==> src/rtl/writeback_retire_unit.sv <==
// Multi-lane writeback/retire stage: retires up to LANES results per cycle in
// program order (lane 0 oldest) and drives the register-file write ports, a
// single CSR write port, the trap port and the instret counter.
//
// Handshake: upstream presents a group on memoryWritebackPayload; the group is
// accepted on a rising edge when any lane is valid and memoryWritebackReady is
// high. While ready is low, upstream holds the group stable and this unit
// finishes it across several cycles (one CSR write per cycle).

package writeback_retire_unit_pkg;

    typedef enum logic [1:0] {
        TRAP_NONE       = 2'd0,
        TRAP_ILLEGAL    = 2'd1,
        TRAP_MISALIGNED = 2'd2,
        TRAP_INTERRUPT  = 2'd3
    } trapType_;

    typedef logic [11:0] destinationCSR_;

    typedef struct packed {
        logic [31:0] pc;
        trapType_    trapType;
        logic [31:0] trapValue;
    } trapPayload_;

    typedef struct packed {
        logic           valid;
        logic [31:0]    pc;
        logic [4:0]     rd;
        logic           writebackEnable;
        logic [31:0]    data;
        logic           isCSR;
        logic           CSRWriteIntent;
        destinationCSR_ csrAddress;
        logic [31:0]    oldCSRValue;
        trapType_       trapType;
        logic [31:0]    trapValue;
    } memoryWritebackPayload_;

    typedef enum logic {
        ST_RUN   = 1'b0,
        ST_SPLIT = 1'b1
    } retire_state_e;

endpackage

module writeback_retire_unit
    import writeback_retire_unit_pkg::*;
#(
    parameter int LANES         = 2,
    parameter int INSTRET_WIDTH = 64
) (
    input  logic                                clock,
    input  logic                                reset,
    input  logic                                interrupt,
    input  memoryWritebackPayload_ [LANES-1:0]  memoryWritebackPayload,
    output logic                                memoryWritebackReady,
    output logic [LANES-1:0]                    destinationEnable,
    output logic [LANES-1:0][4:0]               writeAddress,
    output logic [LANES-1:0][31:0]              writeData,
    output logic                                csrDestinationEnable,
    output destinationCSR_                      destinationCSR,
    output logic [31:0]                         csrWriteData,
    output logic                                trapValid,
    output trapPayload_                         trapData,
    output logic                                interruptTaken,
    output logic [$clog2(LANES+1)-1:0]          retireCount,
    output logic [INSTRET_WIDTH-1:0]            instret,
    output retire_state_e                       debug_state
);

    localparam int CNT_W = $clog2(LANES + 1);
    localparam int IDX_W = (LANES > 1) ? $clog2(LANES) : 1;

    retire_state_e            state_q, state_n;
    logic [IDX_W-1:0]         idx_q, idx_n;
    logic                     pending_q, pending_n;

    logic [LANES-1:0]         en_n;
    logic [LANES-1:0][4:0]    addr_n;
    logic [LANES-1:0][31:0]   data_n;
    logic                     csr_en_n;
    destinationCSR_           csr_addr_n;
    logic [31:0]              csr_data_n;
    logic                     trap_v_n;
    trapPayload_              trap_d_n;
    logic                     int_n;
    logic [CNT_W-1:0]         count_n;
    logic [INSTRET_WIDTH-1:0] instret_n;

    logic [LANES-1:0]         retire;
    logic [LANES-1:0]         wr;
    logic                     any_valid;
    logic                     lane0_exc;

    // Ready only in RUN; held low while reset is asserted.
    assign memoryWritebackReady = reset && (state_q == ST_RUN);
    assign debug_state          = state_q;

    // Scan the group (or the held remainder in SPLIT) and form next outputs.
    always_comb begin
        logic stop;
        logic seen_csr;
        logic split;
        logic csr_w;
        state_n    = state_q;
        idx_n      = idx_q;
        pending_n  = pending_q | interrupt;
        retire     = '0;
        wr         = '0;
        en_n       = '0;
        addr_n     = '0;
        data_n     = '0;
        csr_en_n   = 1'b0;
        csr_addr_n = '0;
        csr_data_n = '0;
        trap_v_n   = 1'b0;
        trap_d_n   = '0;
        int_n      = 1'b0;
        count_n    = '0;
        stop       = 1'b0;
        seen_csr   = 1'b0;
        split      = 1'b0;
        csr_w      = 1'b0;

        any_valid = 1'b0;
        for (int i = 0; i < LANES; i++) begin
            any_valid = any_valid | memoryWritebackPayload[i].valid;
        end
        lane0_exc = memoryWritebackPayload[0].valid &&
                    (memoryWritebackPayload[0].trapType != TRAP_NONE);

        if (state_q == ST_RUN && any_valid && pending_q && !lane0_exc) begin
            // Interrupt squashes the whole accepted group; reported on lane 0.
            trap_v_n           = 1'b1;
            int_n              = 1'b1;
            trap_d_n.pc        = memoryWritebackPayload[0].pc;
            trap_d_n.trapType  = TRAP_INTERRUPT;
            trap_d_n.trapValue = memoryWritebackPayload[0].trapValue;
            pending_n          = interrupt;
        end else if (state_q == ST_SPLIT || any_valid) begin
            for (int i = 0; i < LANES; i++) begin
                csr_w = memoryWritebackPayload[i].isCSR &&
                        memoryWritebackPayload[i].CSRWriteIntent;
                if (i >= int'(state_q == ST_SPLIT ? idx_q : '0) && !stop &&
                    memoryWritebackPayload[i].valid) begin
                    if (memoryWritebackPayload[i].trapType != TRAP_NONE) begin
                        // Oldest trapping lane: it and all younger lanes are dropped.
                        trap_v_n           = 1'b1;
                        trap_d_n.pc        = memoryWritebackPayload[i].pc;
                        trap_d_n.trapType  = memoryWritebackPayload[i].trapType;
                        trap_d_n.trapValue = memoryWritebackPayload[i].trapValue;
                        stop               = 1'b1;
                    end else if (csr_w && seen_csr) begin
                        // Second CSR writer: defer it and everything younger.
                        split = 1'b1;
                        stop  = 1'b1;
                        idx_n = IDX_W'(i);
                    end else begin
                        retire[i] = 1'b1;
                        if (csr_w) begin
                            seen_csr   = 1'b1;
                            csr_en_n   = 1'b1;
                            csr_addr_n = memoryWritebackPayload[i].csrAddress;
                            csr_data_n = memoryWritebackPayload[i].data;
                        end
                    end
                end
            end
            if (split) begin
                state_n = ST_SPLIT;
            end else begin
                state_n = ST_RUN;
                idx_n   = '0;
            end
        end

        // Register-file writes: CSR lanes always write old value; rd 0 never.
        for (int i = 0; i < LANES; i++) begin
            wr[i] = retire[i] && memoryWritebackPayload[i].rd != 5'd0 &&
                    (memoryWritebackPayload[i].isCSR ||
                     memoryWritebackPayload[i].writebackEnable);
            if (retire[i]) begin
                count_n = count_n + CNT_W'(1);
            end
        end

        // Same-rd collisions inside one cycle: youngest writer wins.
        for (int i = 0; i < LANES; i++) begin
            en_n[i] = wr[i];
            for (int j = i + 1; j < LANES; j++) begin
                if (wr[j] && memoryWritebackPayload[j].rd == memoryWritebackPayload[i].rd) begin
                    en_n[i] = 1'b0;
                end
            end
            if (en_n[i]) begin
                addr_n[i] = memoryWritebackPayload[i].rd;
                data_n[i] = memoryWritebackPayload[i].isCSR ?
                            memoryWritebackPayload[i].oldCSRValue :
                            memoryWritebackPayload[i].data;
            end
        end

        instret_n = instret + INSTRET_WIDTH'(count_n);
    end

    // State and registered outputs.
    always_ff @(posedge clock or negedge reset) begin
        if (!reset) begin
            state_q              <= ST_RUN;
            idx_q                <= '0;
            pending_q            <= 1'b0;
            destinationEnable    <= '0;
            writeAddress         <= '0;
            writeData            <= '0;
            csrDestinationEnable <= 1'b0;
            destinationCSR       <= '0;
            csrWriteData         <= '0;
            trapValid            <= 1'b0;
            trapData             <= '0;
            interruptTaken       <= 1'b0;
            retireCount          <= '0;
            instret              <= '0;
        end else begin
            state_q              <= state_n;
            idx_q                <= idx_n;
            pending_q            <= pending_n;
            destinationEnable    <= en_n;
            writeAddress         <= addr_n;
            writeData            <= data_n;
            csrDestinationEnable <= csr_en_n;
            destinationCSR       <= csr_addr_n;
            csrWriteData         <= csr_data_n;
            trapValid            <= trap_v_n;
            trapData             <= trap_d_n;
            interruptTaken       <= int_n;
            retireCount          <= count_n;
            instret              <= instret_n;
        end
    end

endmodule

==> config.mk <==
export PLATFORM = sky130hd
export DESIGN_NAME = writeback_retire_unit
export DESIGN_NICKNAME = d
export VERILOG_FILES = /design/src/rtl/writeback_retire_unit.sv
export SDC_FILE = /design/constraint.sdc
export NUM_CORES = 1
export LEC_CHECK = 0
export BUFFER_PORTS_ARGS = -buffer_cell sky130_fd_sc_hd__buf_2
export CAP_MARGIN = 20
export CELL_PAD_IN_SITES_DETAIL_PLACEMENT = 1
export CELL_PAD_IN_SITES_GLOBAL_PLACEMENT = 1
export CORE_AREA = 2 2 218 220
export DETAILED_ROUTE_END_ITERATION = 10
export DIE_AREA = 0 0 220 222
export PLACE_DENSITY_LB_ADDON = 0.25
export SYNTH_ARGS = -nofsm -noshare
export SYNTH_HDL_FRONTEND = slang
export SYNTH_SLANG_ARGS = --single-unit
==> constraint.sdc <==
create_clock -name clock -period 3.7 [get_ports clock]
set_input_delay 0.37 -clock clock [delete_from_list [all_inputs] [get_ports clock]]
set_output_delay 0.37 -clock clock [all_outputs]
set_load 0.05 [all_outputs]
==> impl_metrics.py, run 1 <==
metrics = {
    "placed_design": {
        "post-place-ws_ns": -0.05928,
        "portBuffers": 561,
        "gp_congestion": 0.8504,
        "placed_cells": 1979,
        "dp_hpwl_um": 33280,
    },
    "setup_path": {
        "crit_top_cell": "ha_1",
        "crit_path_end_kind": "register",
        "crit_path_start_kind": "register",
        "crit_path_max_fanout": 8,
        "crit_type": "register to register",
        "cp-startpoint": "debug_state",
        "critPathArrivalTime_ns": 3.94,
        "required_ns": 4.20,
        "slowest_delay_ns": 0.44,
        "cp_slowest_cell": "dfrtp_2",
        "cp_cell_sequence": "nor4b_4 -> nand4_1 -> nand2_1 -> nor2_2 -> ha_1 -> ha_1 -> inv_1 -> fa_2 -> nand4b_1 -> nor4_4 -> buf_4 -> nand3_2 -> nor3_1 -> xor2_1",
        "rr_startpoint": "debug_state",
    },
    "clocking": {
        "clock_latency_ns": 0.57,
        "clockRootBuffer": "clkbuf_16",
        "htreeDepth": 1,
        "cts_buffers": 31,
        "cts_buffer_depth": 3,
        "cts_sinks": 257,
        "path_clk_slew_ns": 0.06,
        "cts_tree": "yes",
    },
    "detailed_routing": {
        "drt_iter0_markers": 384,
        "first_pass_iters": 4,
        "ant_nets": 0,
        "drc": 0,
        "vias": 9200,
        "wirelength_um": 43730,
        "vias_per_cell": 4.442,
        "routedWlPerCell_um": 21.11,
    },
    "status": {
        "status": "complete, no violations",
    },
    "sta": {
        "finalSetupTns_ns": 0,
        "setup_viol": 0,
        "finalMaxSlewViolations": 0,
        "worstMarginPinSlew_ns": 0.9648,
        "fin_worst_skew_ns": 0.02142,
        "finalCriticalPeriod_ns": 3.443,
        "min_period_over_period_pct": 93.06,
        "setup_slack_ns": 0.2569,
        "slew_headroom_pct": 35.54,
        "max_clock_freq_mhz": 290.4,
        "hold_viol": 0,
    },
    "global_route": {
        "grt_start_max_net_pins": 105,
        "track_usage_pct": 17.46,
        "grt_pass1_wl_um": 64780,
        "antenna_found_initial": 8,
        "grt_overflow": 0,
        "grt_pass1_vias": 10150,
    },
    "logic_synthesis": {
        "synth_edf_count": 0,
        "synth_nets": 1135,
        "yosysTopAreaCellShare_pct": 62.04,
        "yosys_register_bits": 257,
        "synthCells": 826,
        "yosysWarnings": 0,
        "synth_top_area_cell": "dfrtp_1",
        "yosysSeqAreaShare_pct": 62.04,
        "ys.flop_type": "dfrtp_1",
        "synth.distinct_cells": 56,
        "syn_area_mm2": 0.01037,
        "synth_area_per_cell_um2": 12.55,
        "synthArstFlopShare_pct": 100.0,
        "ys_top_cells_by_area": "dfrtp_1, a22o_1, nor2_1",
    },
    "floorplan": {
        "core.rowCount": 79,
        "core_mm2": 0.04626,
        "die_h_um": 222,
        "fp.dieArea_mm2": 0.04884,
        "boundaryPins": 562,
        "die_x_um": 220,
        "start_util_pct": 22.41,
    },
    "final_layout": {
        "multiInputGateArea_mm2": 0.003776,
        "postLayoutCoreUtil_pct": 33.33,
        "regArea_mm2": 0.006432,
        "drive_above_1_share_pct": 46.79,
        "n_antenna_cell": 0,
        "fin_nets": 1750,
        "syn_to_final_growth_pct": 48.73,
        "nFillCells": 5318,
        "stdcell_count": 2071,
    },
    "hold_path": {
        "worst_hold_startpoint": "memoryWritebackPayload[137]",
        "hold_path_class": "primary input to register",
    },
    "power_and_ir_drop": {
        "fin_total_pwr_mw": 6.950,
        "ir_drop_uv": 313.9,
        "powerDensity_mw_per_mm2": 450.8,
        "power.leakage_nw": 8.467,
    },
    "flow_run": {
        "drv_cap": 0,
    },
}
-- cell families after synthesis --
group | Yosys count | share of synthesized area [%]
compound gates | 157 | 12.58
buf+inv | 58 | 2.378
simple gates | 250 | 13.60
fa+ha+maj | 4 | 0.5553
flops | 257 | 62.04
xor+xnor | 67 | 5.661
mux | 33 | 3.187
-- cell type report --
cell class                      instances  share of cell area [%]
Clock buffer                           48                   6.095
Multi-Input combinational cell        511                   24.49
Tap cell                              607                   4.926
Sequential cell                       257                   41.72
Clock inverter                          8                  0.3084
Inverter                               15                  0.3652
Timing Repair Buffer                  625                   22.09
-- synthesized netlist by cell type (2+ instances only) --
| master | n |
|---|---|
| a21oi_1 | 3 |
| a221o_1 | 2 |
| a22o_1 | 98 |
| a22oi_1 | 42 |
| and2_1 | 6 |
| and3_1 | 4 |
| and4_1 | 3 |
| buf_1 | 2 |
| buf_2 | 22 |
| clkbuf_1 | 18 |
| dfrtp_1 | 257 |
| ha_1 | 3 |
| inv_1 | 15 |
| mux2i_1 | 33 |
| nand2_1 | 26 |
| nand3_1 | 23 |
| nand3_2 | 4 |
| nand3_4 | 2 |
| nand4_1 | 13 |
| nand4_2 | 3 |
| nor2_1 | 110 |
| nor2_2 | 2 |
| nor2b_1 | 7 |
| nor3_1 | 15 |
| nor3_2 | 4 |
| nor3b_2 | 2 |
| nor4_2 | 4 |
| nor4_4 | 4 |
| o2111ai_1 | 2 |
| o21a_1 | 2 |
| o21ai_0 | 2 |
| or2_2 | 3 |
| or4_1 | 2 |
| xnor2_1 | 34 |
| xor2_1 | 33 |
-- worst max-delay path: cells and delay by family, from the launching register on --
kind	cells	cell delay [ns]
simple gates	8	1.74
fa+ha+maj	3	0.82
flops	1	0.44
buf+inv	2	0.21
xor+xnor	1	0.16
-- metrics by stage --
step	hold slack [ns]	instance area (µm²)
2_1_floorplan	0.07441	10370
3_3_place_gp	0.3539	14030
3_5_place_dp	0.3573	14030
4_1_cts	0.0003864	15350
5_1_grt	0.01081	15420
6_report	0.03137	15420
-- path summary, 6_finish.rpt --
path / end / cells past startpoint / slack [ns]
worst max register to register: instret[40] / 14 / 0.26
min in group asynchronous: instret[25] / 2 / 0.31
worst min-delay path: trapData[53] / 2 / 0.03
max in group asynchronous: csrWriteData[21] / 3 / 2.34
worst min register to register: instret[63] / 1 / 0.47
worst max-delay path: instret[40] / 14 / 0.26
-- layout by cell type (no fill, tap or decap), types with 3 or more instances in the layout --
master / count
clkbuf_16: 31
xor2_1: 33
nor2_1: 109
nor4_4: 5
nor4_2: 3
a22oi_1: 42
inv_1: 15
a21oi_1: 3
dfrtp_1: 256
nand2_1: 26
nor3_2: 5
clkbuf_8: 10
xnor2_1: 34
dlygate4sd3_1: 33
and4_1: 3
nor2b_1: 6
nand3_1: 23
nor3_1: 13
nand3_2: 4
nand4_1: 13
and2_1: 6
clkinv_2: 6
and3_1: 4
a22o_1: 98
buf_2: 560
buf_4: 29
mux2i_1: 33
or2_2: 3
ha_1: 3
clkbuf_1: 7
-- routing by layer --
metal	up-vias	GRT usage, %	wire length [µm]
li1	4173	-	-
met1	4614	20.49	16790
met2	349	31.04	22460
met5	-	0	60
met3	56	5.569	3767
met4	8	3.377	642
-- sequential cells by signal, summed over array words and instances, names as in the netlist, 2 cells and up --
name	count
retireCount	2
destinationEnable	2
csrWriteData	32
destinationCSR	12
writeData	64
writeAddress	10
trapData	66
instret	64
-- repair_timing --
| item | in CTS | in global routing |
|---|---|---|
| hold endpoints to repair | 75 | 0 |
| hold buffers | 33 | 0 |
| resized for setup | 0 | 9 |
| setup buffers | 0 | 3 |
| setup endpoints to repair | 0 | 14 |
-- where the power goes --
part | switching, mW | internal (mW)
Combinational | 0.714 | 0.328
Sequential | 0.0485 | 2.91
Clock | 1.22 | 1.73
(Power assumes the default switching activity.)
==> inputs of run 2 (changes only) <==
--- a/config.mk
+++ b/config.mk
@@ -5,13 +5,14 @@
 export SDC_FILE = /design/constraint.sdc
 export NUM_CORES = 1
 export LEC_CHECK = 0
+export ABC_AREA = 1
 export BUFFER_PORTS_ARGS = -buffer_cell sky130_fd_sc_hd__buf_2
 export CAP_MARGIN = 20
 export CELL_PAD_IN_SITES_DETAIL_PLACEMENT = 1
 export CELL_PAD_IN_SITES_GLOBAL_PLACEMENT = 1
-export CORE_AREA = 2 2 218 220
+export CORE_AREA = 2 2 217 219
 export DETAILED_ROUTE_END_ITERATION = 10
-export DIE_AREA = 0 0 220 222
+export DIE_AREA = 0 0 219 221
 export PLACE_DENSITY_LB_ADDON = 0.25
 export SYNTH_ARGS = -nofsm -noshare
 export SYNTH_HDL_FRONTEND = slang
==> impl_metrics.py, run 2 <==
metrics = {
    "placed_design": {
        "gp_congestion": 0.9612,
        "portBuffers": 561,
        "dp_hpwl_um": 47380,
        "placed_area_mm2": 0.01608,
    },
    "logic_synthesis": {
        "synthArstFlopShare_pct": 100.0,
        "synth_nets": 1929,
        "yosysSeqAreaShare_pct": 50.92,
        "synth.most_common_cell": "nand2_1",
        "synth_edf_count": 0,
        "synth.distinct_cells": 39,
        "yosysWarnings": 0,
        "syn_area_mm2": 0.01263,
        "synth_common_cells": "nand2_1, dfrtp_1, inv_1, nor2_1, nand3_1",
        "ys_top_cells_by_area": "dfrtp_1, nand2_1, inv_1",
        "synth_area_per_cell_um2": 7.797,
        "synthCells": 1620,
        "yosysTopAreaCellShare_pct": 50.92,
        "synth_top_area_cell": "dfrtp_1",
        "yosys_register_bits": 257,
        "ys.flop_type": "dfrtp_1",
    },
    "floorplan": {
        "die_h_um": 221,
        "core.rowCount": 79,
        "die_x_um": 219,
        "boundaryPins": 562,
        "fp.dieArea_mm2": 0.04840,
        "start_util_pct": 27.42,
        "core_mm2": 0.04606,
    },
    "final_layout": {
        "fin_nets": 2481,
        "drive_above_1_share_pct": 31.92,
        "layout_commonest_cell": "buf_2",
        "syn_to_final_growth_pct": 36.48,
        "most-common-layout-cells": "buf_2, nand2_1, dfrtp_1",
        "postLayoutCoreUtil_pct": 37.43,
        "regArea_mm2": 0.006431,
        "regMostFlops": "trapData",
        "multiInputGateArea_mm2": 0.005120,
        "largest_reg_flops": 66,
        "reg_top3": "trapData: 66 flops, instret: 64 flops, writeData: 64 flops",
        "fin_area_mm2": 0.01724,
        "nFillCells": 5777,
    },
    "clocking": {
        "cts_buffer_depth": 3,
        "clock_latency_ns": 0.53,
        "cts_tree": "yes",
        "cts_setup_buffers": 0,
        "cts_sinks": 257,
        "htreeDepth": 2,
        "cts_buffers": 34,
        "path_clk_slew_ns": 0.06,
        "clockRootBuffer": "clkbuf_16",
    },
    "power_and_ir_drop": {
        "power.leakage_nw": 9.608,
        "ir_drop_uv": 284.3,
        "powerDensity_mw_per_mm2": 450.2,
    },
    "setup_path": {
        "required_ns": 4.10,
        "r2r-end": "instret[32]",
        "crit_path_end_kind": "register",
        "crit_path_start_kind": "register",
        "rr_startpoint": "debug_state",
        "cp_slowest_cell": "fa_1",
        "slowest_delay_ns": 0.45,
        "crit_type": "register to register",
        "crit_path_max_fanout": 4,
        "r2r_cells": 16,
        "path_buf_inv": 5,
        "path_delay_family": "adder cells",
        "cp_cell_sequence": "inv_2 -> nand3_1 -> a21oi_4 -> nor3_2 -> buf_4 -> ha_1 -> ha_1 -> inv_1 -> fa_1 -> inv_1 -> nand3_2 -> nor2_4 -> inv_1 -> nor2_1 -> nand2_1 -> xor2_1",
        "crit_top_cell": "inv_1",
        "critPathArrivalTime_ns": 3.73,
        "r2r_setup_slack_ns": 0.38,
    },
    "sta": {
        "grt_setup_unrepaired": "false",
        "max_clock_freq_mhz": 301.1,
        "finalMaxSlewViolations": 0,
        "worstMarginPinSlew_ns": 0.9170,
        "fin_worst_skew_ns": 0.01628,
        "finalCriticalPeriod_ns": 3.321,
        "hold_viol": 0,
        "setup_viol": 0,
        "slew_headroom_pct": 38.87,
        "min_period_over_period_pct": 89.75,
        "finalSetupTns_ns": 0,
    },
    "detailed_routing": {
        "routedWlPerCell_um": 21.80,
        "first_pass_iters": 5,
        "ant_nets": 0,
        "drt_iter0_markers": 680,
        "wirelength_um": 61280,
        "vias": 13300,
        "drc": 0,
        "vias_per_cell": 4.731,
    },
    "hold_path": {
        "worst_hold_startpoint": "memoryWritebackPayload[137]",
        "holdPathEnd": "trapData[53]",
        "hold_path_class": "primary input to register",
        "min_path_cells": 3,
    },
    "global_route": {
        "grt_start_max_net_pins": 155,
        "grt_overflow": 0,
        "grt_pass1_vias": 14320,
        "antenna_found_initial": 20,
        "track_usage_pct": 25.10,
        "grt_pass1_wl_um": 90190,
    },
    "status": {
        "status": "complete, no violations",
    },
    "flow_run": {
        "drv_cap": 0,
    },
}
run 2: cell count changes in the layout (fill, tap and decap cells not counted), moves of 42 or more:
cell and delta:
nand2_1 +440, inv_1 +187, nand3_1 +115, a22o_1 -98, o21ai_0 +76, a21oi_1 +50, nor2_1 +48, a22oi_1 -42
run 2: routing by layer:
layer / track usage, % / up-vias / wire length (µm)
li1: - / 6193 / -
met1: 29.75 / 6498 / 24270
met2: 42.29 / 457 / 29740
met3: 7.313 / 130 / 4618
met4: 10.42 / 20 / 2513
met5: 0 / - / 128
run 2: logic make-up after synthesis:
logic type | Yosys count | synth area share, %
AOI/OAI and AO/OA | 180 | 7.885
xor gates and xnor gates | 37 | 2.566
adders and majority gates | 4 | 0.4557
buffers and inverters | 275 | 8.866
DFF | 257 | 50.92
muxes | 4 | 0.3170
and+or+nand+nor | 863 | 28.99
run 2: timing repair:
action	4_1_cts	5_1_grt
hold buffers	2	0
resized for setup	0	3
endpoints found under the setup margin	0	4
endpoints found under the hold margin	22	0
run 2: worst min-delay path: cells and delay by family:
kind,cells,cell delay (ns)
buf+inv,1,0.08
simple gates,2,0.09
run 2: where the power goes:
part           total [mW]  switching (mW)  internal (mW)
logic                1.42            1.07          0.353
clock network        3.32            1.32           2.00
registers            3.02          0.0684           2.95
total                7.76            2.46           5.30
run 2: cell type report:
cell class                 instances  share of cell area, %
inverter                         207                  4.522
antenna                            8                 0.1161
sequential                       257                  37.31
clock buffer                      52                  6.031
clock inverter                     8                 0.3992
timing repair buffer             584                  17.52
tap                              607                  4.406
multi-input combinational       1088                  29.70
run 2: stage by stage:
| stage | worst slack (ns) | std cells | hold slack (ns) | total power, mW |
|---|---|---|---|---|
| after floorplan | 0.4644 | 1620 | 0.07441 | 3.909 |
| after global placement | 0.1550 | 2741 | 0.2517 | 4.471 |
| final | 0.3792 | 2811 | 0.05229 | 7.761 |
| after CTS | 0.1595 | 2803 | 0.007172 | 7.890 |
| after global routing | 0.01990 | 2808 | 0.03276 | 8.098 |
| after detailed placement | 0.02034 | 2741 | 0.2513 | 4.498 |
run 2: how the worst max path moves through the flow:
stage / startpoint / end / depth (start not counted)
after global routing: debug_state / instret[56] / 16
after global placement: memoryWritebackPayload[301] / instret[60] / 19
after detailed placement: memoryWritebackPayload[301] / instret[60] / 19
final: debug_state / instret[32] / 16
after CTS: debug_state / instret[60] / 17
after floorplan: debug_state / instret[60] / 16
==> inputs of run 3 (changes only) <==
--- a/config.mk
+++ b/config.mk
@@ -13,7 +13,7 @@
 export CORE_AREA = 2 2 217 219
 export DETAILED_ROUTE_END_ITERATION = 10
 export DIE_AREA = 0 0 219 221
-export PLACE_DENSITY_LB_ADDON = 0.25
+export PLACE_DENSITY = 0.68
 export SYNTH_ARGS = -nofsm -noshare
 export SYNTH_HDL_FRONTEND = slang
 export SYNTH_SLANG_ARGS = --single-unit
==> impl_metrics.py, run 3 (same netlist as run 2, synthesis figures left out) <==
metrics = {
    "floorplan": {
        "start_util_pct": 27.42,
        "boundaryPins": 562,
        "die_x_um": 219,
        "die_h_um": 221,
        "fp.dieArea_mm2": 0.04840,
        "core_mm2": 0.04606,
        "core.rowCount": 79,
    },
    "sta": {
        "setup_slack_ns": 0.4409,
        "grt_setup_unrepaired": "false",
        "setup_viol": 0,
        "hold_slack_ns": 0.03797,
        "worstMarginPinSlew_ns": 0.8689,
        "finalSetupTns_ns": 0,
        "slew_headroom_pct": 42.07,
        "min_period_over_period_pct": 88.08,
        "fin_worst_skew_ns": 0.02544,
        "finalMaxSlewViolations": 0,
        "hold_viol": 0,
        "finalCriticalPeriod_ns": 3.259,
        "max_clock_freq_mhz": 306.8,
    },
    "power_and_ir_drop": {
        "ir_drop_uv": 292.4,
        "switching_share_pct": 31.68,
        "comb_power_share_pct": 17.9,
        "fin_total_pwr_mw": 7.987,
        "p_int_mw": 5.457,
        "power.leakage_nw": 9.651,
        "power_frac_seq_pct": 37.8,
        "pwr-share-clk_pct": 44.4,
        "p_switching_mw": 2.530,
        "powerDensity_mw_per_mm2": 460.5,
    },
    "clocking": {
        "clock_latency_ns": 0.55,
        "cts_buffer_depth": 3,
        "cts_setup_buffers": 0,
        "cts_buffers": 35,
        "cts.repair.resized": 0,
        "cts_sinks": 257,
        "path_clk_slew_ns": 0.07,
        "htreeDepth": 2,
        "cts_tree": "yes",
        "clockRootBuffer": "clkbuf_16",
    },
    "detailed_routing": {
        "wl_met2_um": 29850,
        "wirelength_um": 61310,
        "wl_met1_um": 24990,
        "ant_nets": 0,
        "drt_iter0_markers": 801,
        "first_pass_iters": 5,
        "wl_met3_um": 4026,
        "routedWlPerCell_um": 21.77,
        "drc": 0,
        "vias_per_cell": 4.757,
        "vias": 13400,
        "top_layer": "met5",
    },
    "placed_design": {
        "portBuffers": 561,
        "placed_area_mm2": 0.01611,
        "post-place-ws_ns": 0.2382,
        "dp_hpwl_um": 48140,
        "gp_congestion": 0.9446,
        "placed_cells": 2744,
    },
    "global_route": {
        "track_usage_pct": 25.18,
        "grt_pass1_vias": 14270,
        "grt_start_max_net_pins": 109,
        "grt_overflow": 0,
        "antenna_found_initial": 18,
        "grt_pass1_wl_um": 90710,
    },
    "setup_path": {
        "r2r_cells": 16,
        "crit_type": "register to register",
        "crit_path_start_kind": "register",
        "crit_top_cell": "nand2_1",
        "r2r-end": "instret[60]",
        "cp_cell_sequence": "nor2_4 -> nand3b_4 -> nor2_2 -> nor3_2 -> ha_1 -> ha_1 -> inv_1 -> fa_1 -> inv_1 -> nand3_1 -> nor2_2 -> nand2_1 -> nor2_1 -> nand3_1 -> nand2_1 -> nand2_1",
        "cp_slowest_cell": "dfrtp_1",
        "slowest_delay_ns": 0.45,
        "crit_path_max_fanout": 5,
        "r2r_setup_slack_ns": 0.44,
        "required_ns": 4.15,
        "critPathArrivalTime_ns": 3.70,
        "crit_path_end_kind": "register",
        "rr_startpoint": "debug_state",
    },
    "hold_path": {
        "worst_hold_startpoint": "memoryWritebackPayload[148]",
        "holdPathEnd": "trapData[64]",
        "min_path_cells": 3,
        "hold_path_class": "primary input to register",
    },
    "final_layout": {
        "drive_above_1_share_pct": 31.97,
        "syn_to_final_growth_pct": 37.32,
        "stdcell_count": 2816,
        "most-common-layout-cells": "buf_2, nand2_1, dfrtp_1",
        "fin_area_mm2": 0.01734,
        "postLayoutCoreUtil_pct": 37.65,
        "largest_reg_flops": 66,
        "regArea_mm2": 0.006431,
        "nFillCells": 5809,
        "fin_nets": 2485,
        "multiInputGateArea_mm2": 0.005107,
        "regMostFlops": "trapData",
        "layout_commonest_cell": "buf_2",
        "reg_top3": "trapData: 66 flops, instret: 64 flops, writeData: 64 flops",
    },
    "status": {
        "status": "complete, no violations",
    },
    "flow_run": {
        "drv_cap": 0,
    },
}
[run 3: changes by cell type in the layout (fill, tap and decap cells not counted), sizes merged]
| cell | before | now |
|---|---|---|
| buf | 582 | 585 |
| bufinv | 1 | 3 |
| clkbuf | 52 | 50 |
| clkinv | 7 | 5 |
| clkinvlp | 0 | 2 |
| diode | 8 | 10 |
[run 3: worst max path at each step]
stage	start	to	slack (ns)	depth (start not counted)
2_1_floorplan	debug_state	instret[60]	0.46	16
4_1_cts	debug_state	instret[32]	0.37	15
3_3_place_gp	memoryWritebackPayload[301]	instret[60]	0.32	18
6_report	debug_state	instret[60]	0.44	16
3_5_place_dp	memoryWritebackPayload[33]	instret[32]	0.24	17
5_1_grt	debug_state	instret[60]	0.09	16
[run 3: power groups by stage]
stage	clock network, mW	logic [mW]	registers, mW
floorplan	0	0.363	3.55
global placement	0	1.42	3.07
detailed placement	0	1.44	3.07
finish	3.54	1.43	3.02
global route	3.75	1.54	3.03
CTS	3.63	1.45	3.02
[run 3: layout make-up]
cell class	count	share of cell area (%)
Sequential cell	257	37.08
Multi-Input combinational cell	1088	29.45
Timing Repair Buffer	587	17.62
Antenna cell	10	0.1443
Clock inverter	10	0.8801
Inverter	207	4.494
Tap cell	607	4.379
Clock buffer	50	5.959
[run 3: repair_timing]
item | CTS | global route
endpoints found under the hold margin | 43 | 0
endpoints found under the setup margin | 0 | 0
hold buffers | 2 | 0
[run 3: critical path: cells and delay by family (launching register included)]
kind / cells / cell delay, ns
AND/OR/NAND/NOR: 11 / 1.54
flip-flops: 1 / 0.45
adder cells (fa/ha/maj): 3 / 0.91
buffers and inverters: 2 / 0.25
[run 3: layer usage]
| layer | up-vias | global-route usage (%) |
|---|---|---|
| li1 | 6189 | - |
| met1 | 6642 | 30.47 |
| met2 | 429 | 41.95 |
| met3 | 123 | 7.093 |
| met4 | 14 | 10.27 |
| met5 | - | 0 |
